File: config.mk
export PLATFORM = sky130hd
export DESIGN_NAME = iir_fold_feeder_flat
export DESIGN_NICKNAME = d
export VERILOG_FILES = /design/src/rtl/iir_fold_pkg.sv /design/src/rtl/iir_fold_feeder_if.sv /design/src/rtl/iir_fold_feeder_sample_fifo.sv /design/src/rtl/iir_fold_feeder.sv /design/src/flat_wrapper.sv
export SDC_FILE = /design/constraint.sdc
export NUM_CORES = 1
export LEC_CHECK = 0
export ABC_AREA = 1
export CAP_MARGIN = 5
export CORE_MARGIN = 4
export CORE_UTILIZATION = 25
export CTS_CLUSTER_DIAMETER = 40
export DETAILED_ROUTE_END_ITERATION = 6
export DONT_BUFFER_PORTS = 1
export HOLD_SLACK_MARGIN = 0.02
export SLEW_MARGIN = 20
export SYNTH_ARGS = -nofsm -noshare
export SYNTH_HDL_FRONTEND = slang
export SYNTH_SLANG_ARGS = --single-unit
File: constraint.sdc
create_clock -name clk -period 6.9 [get_ports clk]
set_clock_uncertainty 0.15 [all_clocks]
set_input_delay 0.69 -clock clk [delete_from_list [all_inputs] [get_ports clk]]
set_output_delay 0.69 -clock clk [all_outputs]
set_load 0.05 [all_outputs]
File: src/rtl/iir_fold_pkg.sv
// Shared types and Q10.10 constants for the three-fold IIR filter and its input feeder.
package iir_fold_pkg;

    localparam int DATA_W = 20;
    localparam int FRAC_W = 10;
    localparam int FOLD   = 3;

    typedef logic signed [DATA_W-1:0] sample_t;
    typedef logic [1:0]               phase_t;

    localparam phase_t PHASE_LAST = phase_t'(FOLD - 1);

    // Q10.10 constants shared with the filter: 1.0 and the 8/4/2 coefficients.
    localparam sample_t ONE    = sample_t'(1) <<< FRAC_W;
    localparam sample_t COEF_8 = 20'sh02000;
    localparam sample_t COEF_4 = 20'sh01000;
    localparam sample_t COEF_2 = 20'sh00800;

endpackage

File: src/rtl/iir_fold_feeder_if.sv
// Upstream valid/ready sample stream into the IIR fold feeder.
interface iir_fold_feeder_if;
    import iir_fold_pkg::*;

    sample_t s_data;
    logic    s_valid;
    logic    s_ready;

    modport master (output s_data, output s_valid, input  s_ready);
    modport slave  (input  s_data, input  s_valid, output s_ready);

endinterface

File: src/rtl/iir_fold_feeder_sample_fifo.sv
// Sample FIFO for the feeder: storage array, wrapping pointers and an occupancy
// count that is the only source of full/empty.
module sample_fifo
    import iir_fold_pkg::*;
#(
    parameter  int DEPTH = 8,
    localparam int AW    = $clog2(DEPTH),
    localparam int LW    = $clog2(DEPTH + 1)
) (
    input  logic          clk,
    input  logic          rst_n,
    input  logic          push_i,
    input  sample_t       push_data_i,
    input  logic          pop_i,
    output sample_t       head_o,
    output logic          full_o,
    output logic          empty_o,
    output logic [LW-1:0] level_o
);

    sample_t       mem_q [DEPTH];
    logic [AW-1:0] wr_ptr_q, wr_ptr_d;
    logic [AW-1:0] rd_ptr_q, rd_ptr_d;
    logic [LW-1:0] level_q, level_d;

    always_comb begin
        wr_ptr_d = push_i ? wr_ptr_q + AW'(1) : wr_ptr_q;
        rd_ptr_d = pop_i  ? rd_ptr_q + AW'(1) : rd_ptr_q;
        level_d  = level_q;
        case ({push_i, pop_i})
            2'b10:   level_d = level_q + LW'(1);
            2'b01:   level_d = level_q - LW'(1);
            default: level_d = level_q;
        endcase
    end

    // NOTE: the storage array is deliberately not reset; level gates every read,
    // so stale contents are never observed and the array can map to plain RAM.
    always_ff @(posedge clk) begin
        if (push_i) begin
            mem_q[wr_ptr_q] <= push_data_i;
        end
    end

    // NOTE: sequential state uses non-blocking assignments so every register
    // samples pre-edge values, independent of process ordering.
    always_ff @(posedge clk or negedge rst_n) begin
        if (!rst_n) begin
            wr_ptr_q <= '0;
            rd_ptr_q <= '0;
            level_q  <= '0;
        end else begin
            wr_ptr_q <= wr_ptr_d;
            rd_ptr_q <= rd_ptr_d;
            level_q  <= level_d;
        end
    end

    assign head_o  = mem_q[rd_ptr_q];
    assign full_o  = (level_q == LW'(DEPTH));
    assign empty_o = (level_q == '0);
    assign level_o = level_q;

endmodule

File: src/rtl/iir_fold_feeder.sv
// IIR fold feeder: buffers upstream samples and presents one held sample per
// FOLD-clock frame, zero-stuffing on underrun. Optional clamp via IIR_FEED_SAT_EN.
module iir_fold_feeder
    import iir_fold_pkg::*;
#(
    parameter int      DEPTH   = 8,
    parameter sample_t SAT_LIM = ONE <<< 2
) (
    input  logic                         clk,
    input  logic                         rst_n,
    iir_fold_feeder_if.slave             up,
    output sample_t                      x_out,
    output phase_t                       phase,
    output logic [$clog2(DEPTH+1)-1:0]   level,
    output logic                         underrun,
    output logic                         sat_hit
);

    if (DEPTH < 2 || (DEPTH & (DEPTH - 1)) != 0 || SAT_LIM <= 0) begin : g_bad_cfg
        $error("iir_fold_feeder: DEPTH must be a power of two >= 2 and SAT_LIM positive");
    end

    phase_t  phase_q, phase_d;
    sample_t x_q, x_d;
    logic    under_q, under_d;
    logic    boundary;
    logic    push, pop;
    logic    full, empty;
    sample_t head, wr_data;

    assign push       = up.s_valid && up.s_ready;
    assign up.s_ready = !full;

    // NOTE: every always_comb output gets a default first so no path infers a latch.
    always_comb begin
        boundary = (phase_q == PHASE_LAST);
        phase_d  = boundary ? '0 : phase_q + phase_t'(1);
        pop      = boundary && !empty;
        x_d      = x_q;
        under_d  = 1'b0;
        if (boundary) begin
            x_d     = empty ? '0 : head;
            under_d = empty;
        end
    end

`ifdef IIR_FEED_SAT_EN
    logic sat_q, sat_d;

    // Signed clamp to [-SAT_LIM, +SAT_LIM]; only an accepted push can flag a hit.
    always_comb begin
        wr_data = up.s_data;
        sat_d   = 1'b0;
        if (up.s_data > SAT_LIM) begin
            wr_data = SAT_LIM;
            sat_d   = push;
        end else if (up.s_data < -SAT_LIM) begin
            wr_data = -SAT_LIM;
            sat_d   = push;
        end
    end

    always_ff @(posedge clk or negedge rst_n) begin
        if (!rst_n) begin
            sat_q <= 1'b0;
        end else begin
            sat_q <= sat_d;
        end
    end

    assign sat_hit = sat_q;
`else
    assign wr_data = up.s_data;
    assign sat_hit = 1'b0;
`endif

    sample_fifo #(.DEPTH(DEPTH)) u_fifo (
        .clk         (clk),
        .rst_n       (rst_n),
        .push_i      (push),
        .push_data_i (wr_data),
        .pop_i       (pop),
        .head_o      (head),
        .full_o      (full),
        .empty_o     (empty),
        .level_o     (level)
    );

    always_ff @(posedge clk or negedge rst_n) begin
        if (!rst_n) begin
            phase_q <= '0;
            x_q     <= '0;
            under_q <= 1'b0;
        end else begin
            phase_q <= phase_d;
            x_q     <= x_d;
            under_q <= under_d;
        end
    end

    assign phase    = phase_q;
    assign x_out    = x_q;
    assign underrun = under_q;

endmodule
File: src/flat_wrapper.sv
// flat-port wrapper written by rule: the top's interface ports become plain ports
module iir_fold_feeder_flat import iir_fold_pkg::*;
#(
    parameter int      DEPTH   = 8,
    parameter sample_t SAT_LIM = ONE <<< 2
)
  (clk, rst_n, x_out, phase, level, underrun, sat_hit, up_s_data, up_s_valid, up_s_ready);
  iir_fold_feeder_if up_i ();
  input  logic clk;
  input  logic rst_n;
  output sample_t x_out;
  output phase_t phase;
  output logic [$clog2(DEPTH+1)-1:0] level;
  output logic underrun;
  output logic sat_hit;
  input wire logic [$bits(up_i.s_data)-1:0] up_s_data;
  input wire logic [$bits(up_i.s_valid)-1:0] up_s_valid;
  output wire logic [$bits(up_i.s_ready)-1:0] up_s_ready;
  assign up_i.s_data = up_s_data;
  assign up_i.s_valid = up_s_valid;
  assign up_s_ready = up_i.s_ready;
  iir_fold_feeder #(.DEPTH(DEPTH), .SAT_LIM(SAT_LIM)) u_core (.clk(clk), .rst_n(rst_n), .up(up_i), .x_out(x_out), .phase(phase), .level(level), .underrun(underrun), .sat_hit(sat_hit));
endmodule
==> results.ini, run 1 <==
[global_route]
grt_pass1_vias = 4353
overflow = 0
grt_max_degree = 83
antenna_found_initial = 0
grt.total_usage_pct = 10.1
grt_pass1_wl_um = 25900

[critical_path]
required_ns = 7.05
reg2reg_depth = 12
criticalPathCategory = flop to flop
crit_top_cell = nand2_1
crit_chain = nor2_1 -> nand2_1 -> nand2_2 -> inv_2 -> ha_1 -> inv_1 -> nand2_1 -> nand2_1 -> ha_1 -> a21oi_1 -> xor2_1 -> o21ai_0
slowest_delay_ns = 0.72
worst-path-stages = 12
path_max_fanout = 25
path_delay_family = flip-flops
cpMaxStageDelayCell = dfrtp_1
critPathCaptureType = flop
worstSetupStartpointType = flop
crit_arrival_ns = 3.01
critPathBufInv = 2

[floorplan]
die_y_um = 184
die_area_mm2 = 0.0340
io_pins = 52
initial_core_util_pct = 25.4
rows = 64
die_w_um = 184
coreArea_mm2 = 0.0306

[synthesis]
yosys.area_share.simple_pct = 16.0
yosys.area_share.adder_pct = 0.805
synth.net_count = 676
ys_ff_latch = 193
ys_seq_area_share_pct = 72.5
synth.avg_cell_area_um2 = 12.0
yosysWarningCount = 0
synth.cell_area_mm2 = 0.00777
synth_top_family_by_area = simple AND/OR/NAND/NOR gates
synth-xor-area-share_pct = 0.676
synth-compound-area-share_pct = 5.54
syn_inst = 648
synth_mux_area_share_pct = 0
synth.distinct_cells = 22

[timing]
hold_viol = 0
min_period_ns = 2.86
rsz0062_at_grt = false
whs_ns = 0.199
setup_tns_ns = 0
maxSlewViolCount = 0
slew-limit-headroom_pct = 39.3
post-route-period-util_pct = 41.5
worst_slew_pin_slew_ns = 0.910
max_freq_mhz = 350
setup_viol = 0

[pwr]
power_frac_seq_pct = 49.2
switching_share_pct = 38.4
p_int_mw = 2.36
p_switching_mw = 1.47
vdd_drop_max_mv = 0.213
power_density_mw_per_mm2 = 440
leakage_nw = 3.02
combPwrFrac_pct = 24.9
clkPwrFrac_pct = 25.9

[clock_tree]
worstSkewPairLatency_ns = 0.43
cts_tree = yes
htree_levels = 4
clock_path_buffers = 2
cts_root_buffer = clkbuf_16
cts.sinks = 193
path_clk_slew_ns = 0.07
numCtsBuffers = 17

[routing]
ant_nets = 0
vias = 4548
drc = 0
drtIter0Drc = 325
first_pass_iters = 5
wl_per_cell_um = 16.1
routed_via_density = 4.34
wl_um = 16800

[finish]
fin_nets = 666
nFillCells = 3106
syn2layout_area_growth_pct = 11.8
regArea_mm2 = 0.00563
drive_above_1_share_pct = 7.83
diodes = 0
multiInputGateArea_mm2 = 0.00184
utilization_pct = 28.4
design_area_mm2 = 0.00868

[placement]
io_buffers = 0
placed_area_mm2 = 0.00805
hpwl_um = 9890
place.gp.congestion = 0.773

[worst_hold_path]
hold-path-cell-count = 0
min_path_type = primary input to flop

[run_status]
status = complete, no violations

[run]
cap_violations = 0

[cells in the final DEF (no fill, tap or decap), types with 6 or more instances in the layout]
cell type,n
nor2_1,168
nand2_1,63
o21ai_0,38
clkinv_2,6
nor2_4,6
clkbuf_16,17
o21ai_1,47
edfxtp_1,160
dfrtp_1,32
nand3_1,63
inv_1,13
[per-stage QoR]
step | total power [mW] | cells | setup slack, ns
final | 3.82 | 1047 | 4.04
after global routing | 4.06 | 1047 | 3.77
after CTS | 3.86 | 1047 | 3.72
after detailed placement | 2.87 | 1013 | 3.72
after global placement | 2.84 | 1013 | 3.81
after floorplan | 2.69 | 648 | 4.02
[worst paths after layout]
path,startpoint,endpoint,slack [ns]
min reg2reg,u_core.u_fifo.wr_ptr_q[0]$_DFFE_PN0P_,u_core.u_fifo.wr_ptr_q[0]$_DFFE_PN0P_,0.40
max in group asynchronous,rst_n,u_core.u_fifo.rd_ptr_q[0]$_DFFE_PN0P_,5.83
min in group asynchronous,rst_n,u_core.u_fifo.level_o[0]$_DFFE_PN0P_,0.56
max reg2reg,u_core.u_fifo.level_o[0]$_DFFE_PN0P_,u_core.u_fifo.level_o[2]$_DFFE_PN0P_,4.04
min,up_s_data[13],u_core.u_fifo.mem_q[2][13]$_DFFE_PP_,0.20
max,u_core.u_fifo.level_o[0]$_DFFE_PN0P_,u_core.u_fifo.level_o[2]$_DFFE_PN0P_,4.04
[worst register-to-register path, delay by kind of cell, from the launching register on]
family	cells	cell delay [ns]
fa+ha+maj	2	0.50
flops	1	0.72
buf+inv	2	0.49
simple gates	5	0.49
xor+xnor	1	0.15
compound gates	2	0.24
[power by group through the flow]
| stage | logic (mW) | clock network, mW | registers (mW) |
|---|---|---|---|
| CTS | 0.967 | 1.01 | 1.89 |
| detailed placement | 0.956 | 0 | 1.91 |
| global route | 1.10 | 1.05 | 1.91 |
| finish | 0.952 | 0.990 | 1.88 |
| global placement | 0.932 | 0 | 1.91 |
| floorplan | 0.839 | 0 | 1.85 |
[cell usage after synthesis]
| library cell | n | share of area (%) |
|---|---|---|
| nor2_1 | 176 | 8.5 |
| edfxtp_1 | 160 | 62 |
| nand2_1 | 63 | 3.0 |
| nand3_1 | 63 | 4.1 |
| o21ai_1 | 47 | 3.0 |
| o21ai_0 | 38 | 2.4 |
| dfrtp_1 | 33 | 11 |
| buf_6 | 16 | 2.3 |
| buf_2 | 13 | 0.84 |
| inv_1 | 13 | 0.63 |
| ha_1 | 5 | 0.81 |
| buf_4 | 4 | 0.39 |
| xor2_1 | 4 | 0.45 |
| clkbuf_1 | 2 | 0.097 |
| inv_2 | 2 | 0.097 |
| nand2_2 | 2 | 0.16 |
| xnor2_1 | 2 | 0.23 |
| a21oi_1 | 1 | 0.064 |
| conb_1 | 1 | 0.048 |
| inv_6 | 1 | 0.11 |
| nand3_2 | 1 | 0.13 |
| or2_1 | 1 | 0.081 |
[layer usage]
layer | share of wire [%] | vias to the layer above | track usage (%) | routed length [um]
li1 | - | 2208 | - | -
met1 | 44 | 2202 | 13.1 | 7370
met2 | 48 | 119 | 16.2 | 8020
met3 | 6.8 | 19 | 2.90 | 1150
met4 | 1.6 | 0 | 3.46 | 268
met5 | 0 | - | 0 | 0
[flip-flops by register name, indices dropped and copies added, names as in the netlist]
signal,cells
u_core.phase,2
u_core.x_out,20
u_core.u_fifo.level_o,4
u_core.u_fifo.wr_ptr_q,3
u_core.underrun,1
u_core.u_fifo.rd_ptr_q,3
u_core.u_fifo.mem_q,160
[final cells by class]
cell class,instances,share of cell area [%]
sequential,193,64.8
multi-input combinational,404,21.2
tap,396,5.71
clock buffer,18,4.94
clock inverter,14,1.87
inverter,16,0.749
timing repair buffer,6,0.692
[kinds of logic after synthesis]
| group | count (synthesis) |
|---|---|
| AND/OR/NAND/NOR | 306 |
| flip-flops | 193 |
| AO/OA/AOI/OAI | 86 |
| buffers and inverters | 51 |
| XOR/XNOR | 6 |
| adder cells (fa/ha/maj) | 5 |
| other | 1 |
[timing repair]
action / CTS / global route
buffers inserted: 0 / 0
hold buffers: 2 / 0
hold endpoints to repair: 33 / 0
gates resized for setup: 0 / 0
Power figures use the tool's default switching activity.
==> run 2, diff against run 1 <==
==> constraint.sdc (replaced) <==
create_clock -name clk -period 2.9 [get_ports clk]
set_clock_uncertainty 0.15 [all_clocks]
set_input_delay 0.29 -clock clk [delete_from_list [all_inputs] [get_ports clk]]
set_output_delay 0.29 -clock clk [all_outputs]
set_load 0.05 [all_outputs]
==> results.ini, run 2 (same netlist as run 1, synthesis figures left out) <==
[run_status]
status = complete, no violations

[critical_path]
path_max_fanout = 24
worstSetupStartpointType = flop
required_ns = 3.10
crit_chain = nor2_1 -> nand2_2 -> inv_2 -> buf_4 -> ha_1 -> a21oi_1 -> xor2_1 -> o21ai_0
cpMaxStageDelayCell = dfrtp_1
critPathCaptureType = flop
crit_arrival_ns = 2.44
criticalPathCategory = flop to flop
slowest_delay_ns = 0.59

[finish]
multiInputGateArea_mm2 = 0.00181
largest_reg_flops = 160
syn2layout_area_growth_pct = 16.7
final_common_cell = nor2_1
final_cells = 1093
top_register = u_core.u_fifo.mem_q
design_area_mm2 = 0.00906
nFillCells = 3104
drive_above_1_share_pct = 10.2
regArea_mm2 = 0.00563
utilization_pct = 29.6
fin_nets = 711
layout_common_cells = 168 x nor2_1, 160 x edfxtp_1, 63 x nand2_1, 63 x nand3_1, 47 x o21ai_1

[clock_tree]
cts_root_buffer = clkbuf_16
htree_levels = 4
path_clk_slew_ns = 0.07
hold_buffers = 23
cts-resized-gates = 0
cts.sinks = 193
worstSkewPairLatency_ns = 0.43
clock_path_buffers = 2
cts_setup_buffers = 0
cts_tree = yes
numCtsBuffers = 17

[timing]
post-route-period-util_pct = 77.3
max_freq_mhz = 446
whs_ns = 0.172
timing.final.ws_setup_ns = 0.658
setup_viol = 0
worst_slew_pin_slew_ns = 0.789
setup_tns_ns = 0
rsz0062_at_grt = false
maxSlewViolCount = 0
min_period_ns = 2.24
hold_viol = 0
slew-limit-headroom_pct = 47.3

[global_route]
grt.total_usage_pct = 10.5
grt_pass1_wl_um = 27300
grt_max_degree = 82
grt_pass1_vias = 4612
antenna_found_initial = 3
overflow = 0

[routing]
drtIter0Drc = 302
vias = 4798
wl_um = 17700
routed_via_density = 4.39
ant_nets = 0
wl_per_cell_um = 16.2
first_pass_iters = 5
drc = 0

[placement]
io_buffers = 0
dp_cells = 1037
place.gp.congestion = 0.754
pre_cts_slack_ns = 0.643
placed_area_mm2 = 0.00824
hpwl_um = 10700

[pwr]
leakage_nw = 3.22
vdd_drop_max_mv = 0.432
power_density_mw_per_mm2 = 1030
p_total_mw = 9.32

[floorplan]
initial_core_util_pct = 25.4
die_y_um = 184
die_w_um = 184
die_area_mm2 = 0.0340
rows = 64
io_pins = 52
coreArea_mm2 = 0.0306

[run]
cap_violations = 0

[worst_hold_path]
min_path_type = primary input to async pin

## run 2: layout make-up
cell class / count / area share [%]
Sequential cell: 193 / 62.1
Clock inverter: 10 / 1.55
Tap cell: 396 / 5.47
Clock buffer: 22 / 4.90
Multi-Input combinational cell: 404 / 20.0
Antenna cell: 1 / 0.0276
Inverter: 16 / 0.718
Timing Repair Buffer: 51 / 5.24
## run 2: worst paths after layout
path / from / to / cells after the start / slack (ns)
worst max-delay path: u_core.phase[0]$_DFF_PN0_ / u_core.u_fifo.level_o[2]$_DFFE_PN0P_ / 8 / 0.66
worst min-delay path: rst_n / u_core.u_fifo.level_o[0]$_DFFE_PN0P_ / 2 / 0.17
worst max register to register: u_core.phase[0]$_DFF_PN0_ / u_core.u_fifo.level_o[2]$_DFFE_PN0P_ / 8 / 0.66
worst min register to register: u_core.u_fifo.wr_ptr_q[0]$_DFFE_PN0P_ / u_core.u_fifo.wr_ptr_q[0]$_DFFE_PN0P_ / 2 / 0.41
max in group asynchronous: rst_n / u_core.u_fifo.rd_ptr_q[0]$_DFFE_PN0P_ / 2 / 2.23
min in group clk: u_core.u_fifo.wr_ptr_q[0]$_DFFE_PN0P_ / u_core.u_fifo.wr_ptr_q[0]$_DFFE_PN0P_ / 2 / 0.41
## run 2: metal layers
layer | vias up | global-route usage, % | wire length (um) | part of all wire [%]
li1 | 2296 | - | - | -
met1 | 2378 | 14.0 | 7980 | 45
met2 | 95 | 16.9 | 8490 | 48
met3 | 25 | 2.51 | 897 | 5.1
met4 | 4 | 3.70 | 335 | 1.9
met5 | - | 0 | 21 | 0.12
## run 2: power by group
part	switching (mW)	internal (mW)
sequential	0.802	3.56
combinational	1.79	0.837
clock	0.980	1.36
## run 2: worst max-delay path, delay by kind of cell (launching register included)
family / cells / cell delay [ns]
buf+inv: 2 / 0.39
simple gates: 2 / 0.35
xor+xnor: 1 / 0.16
flops: 1 / 0.59
compound gates: 2 / 0.25
fa+ha+maj: 1 / 0.27
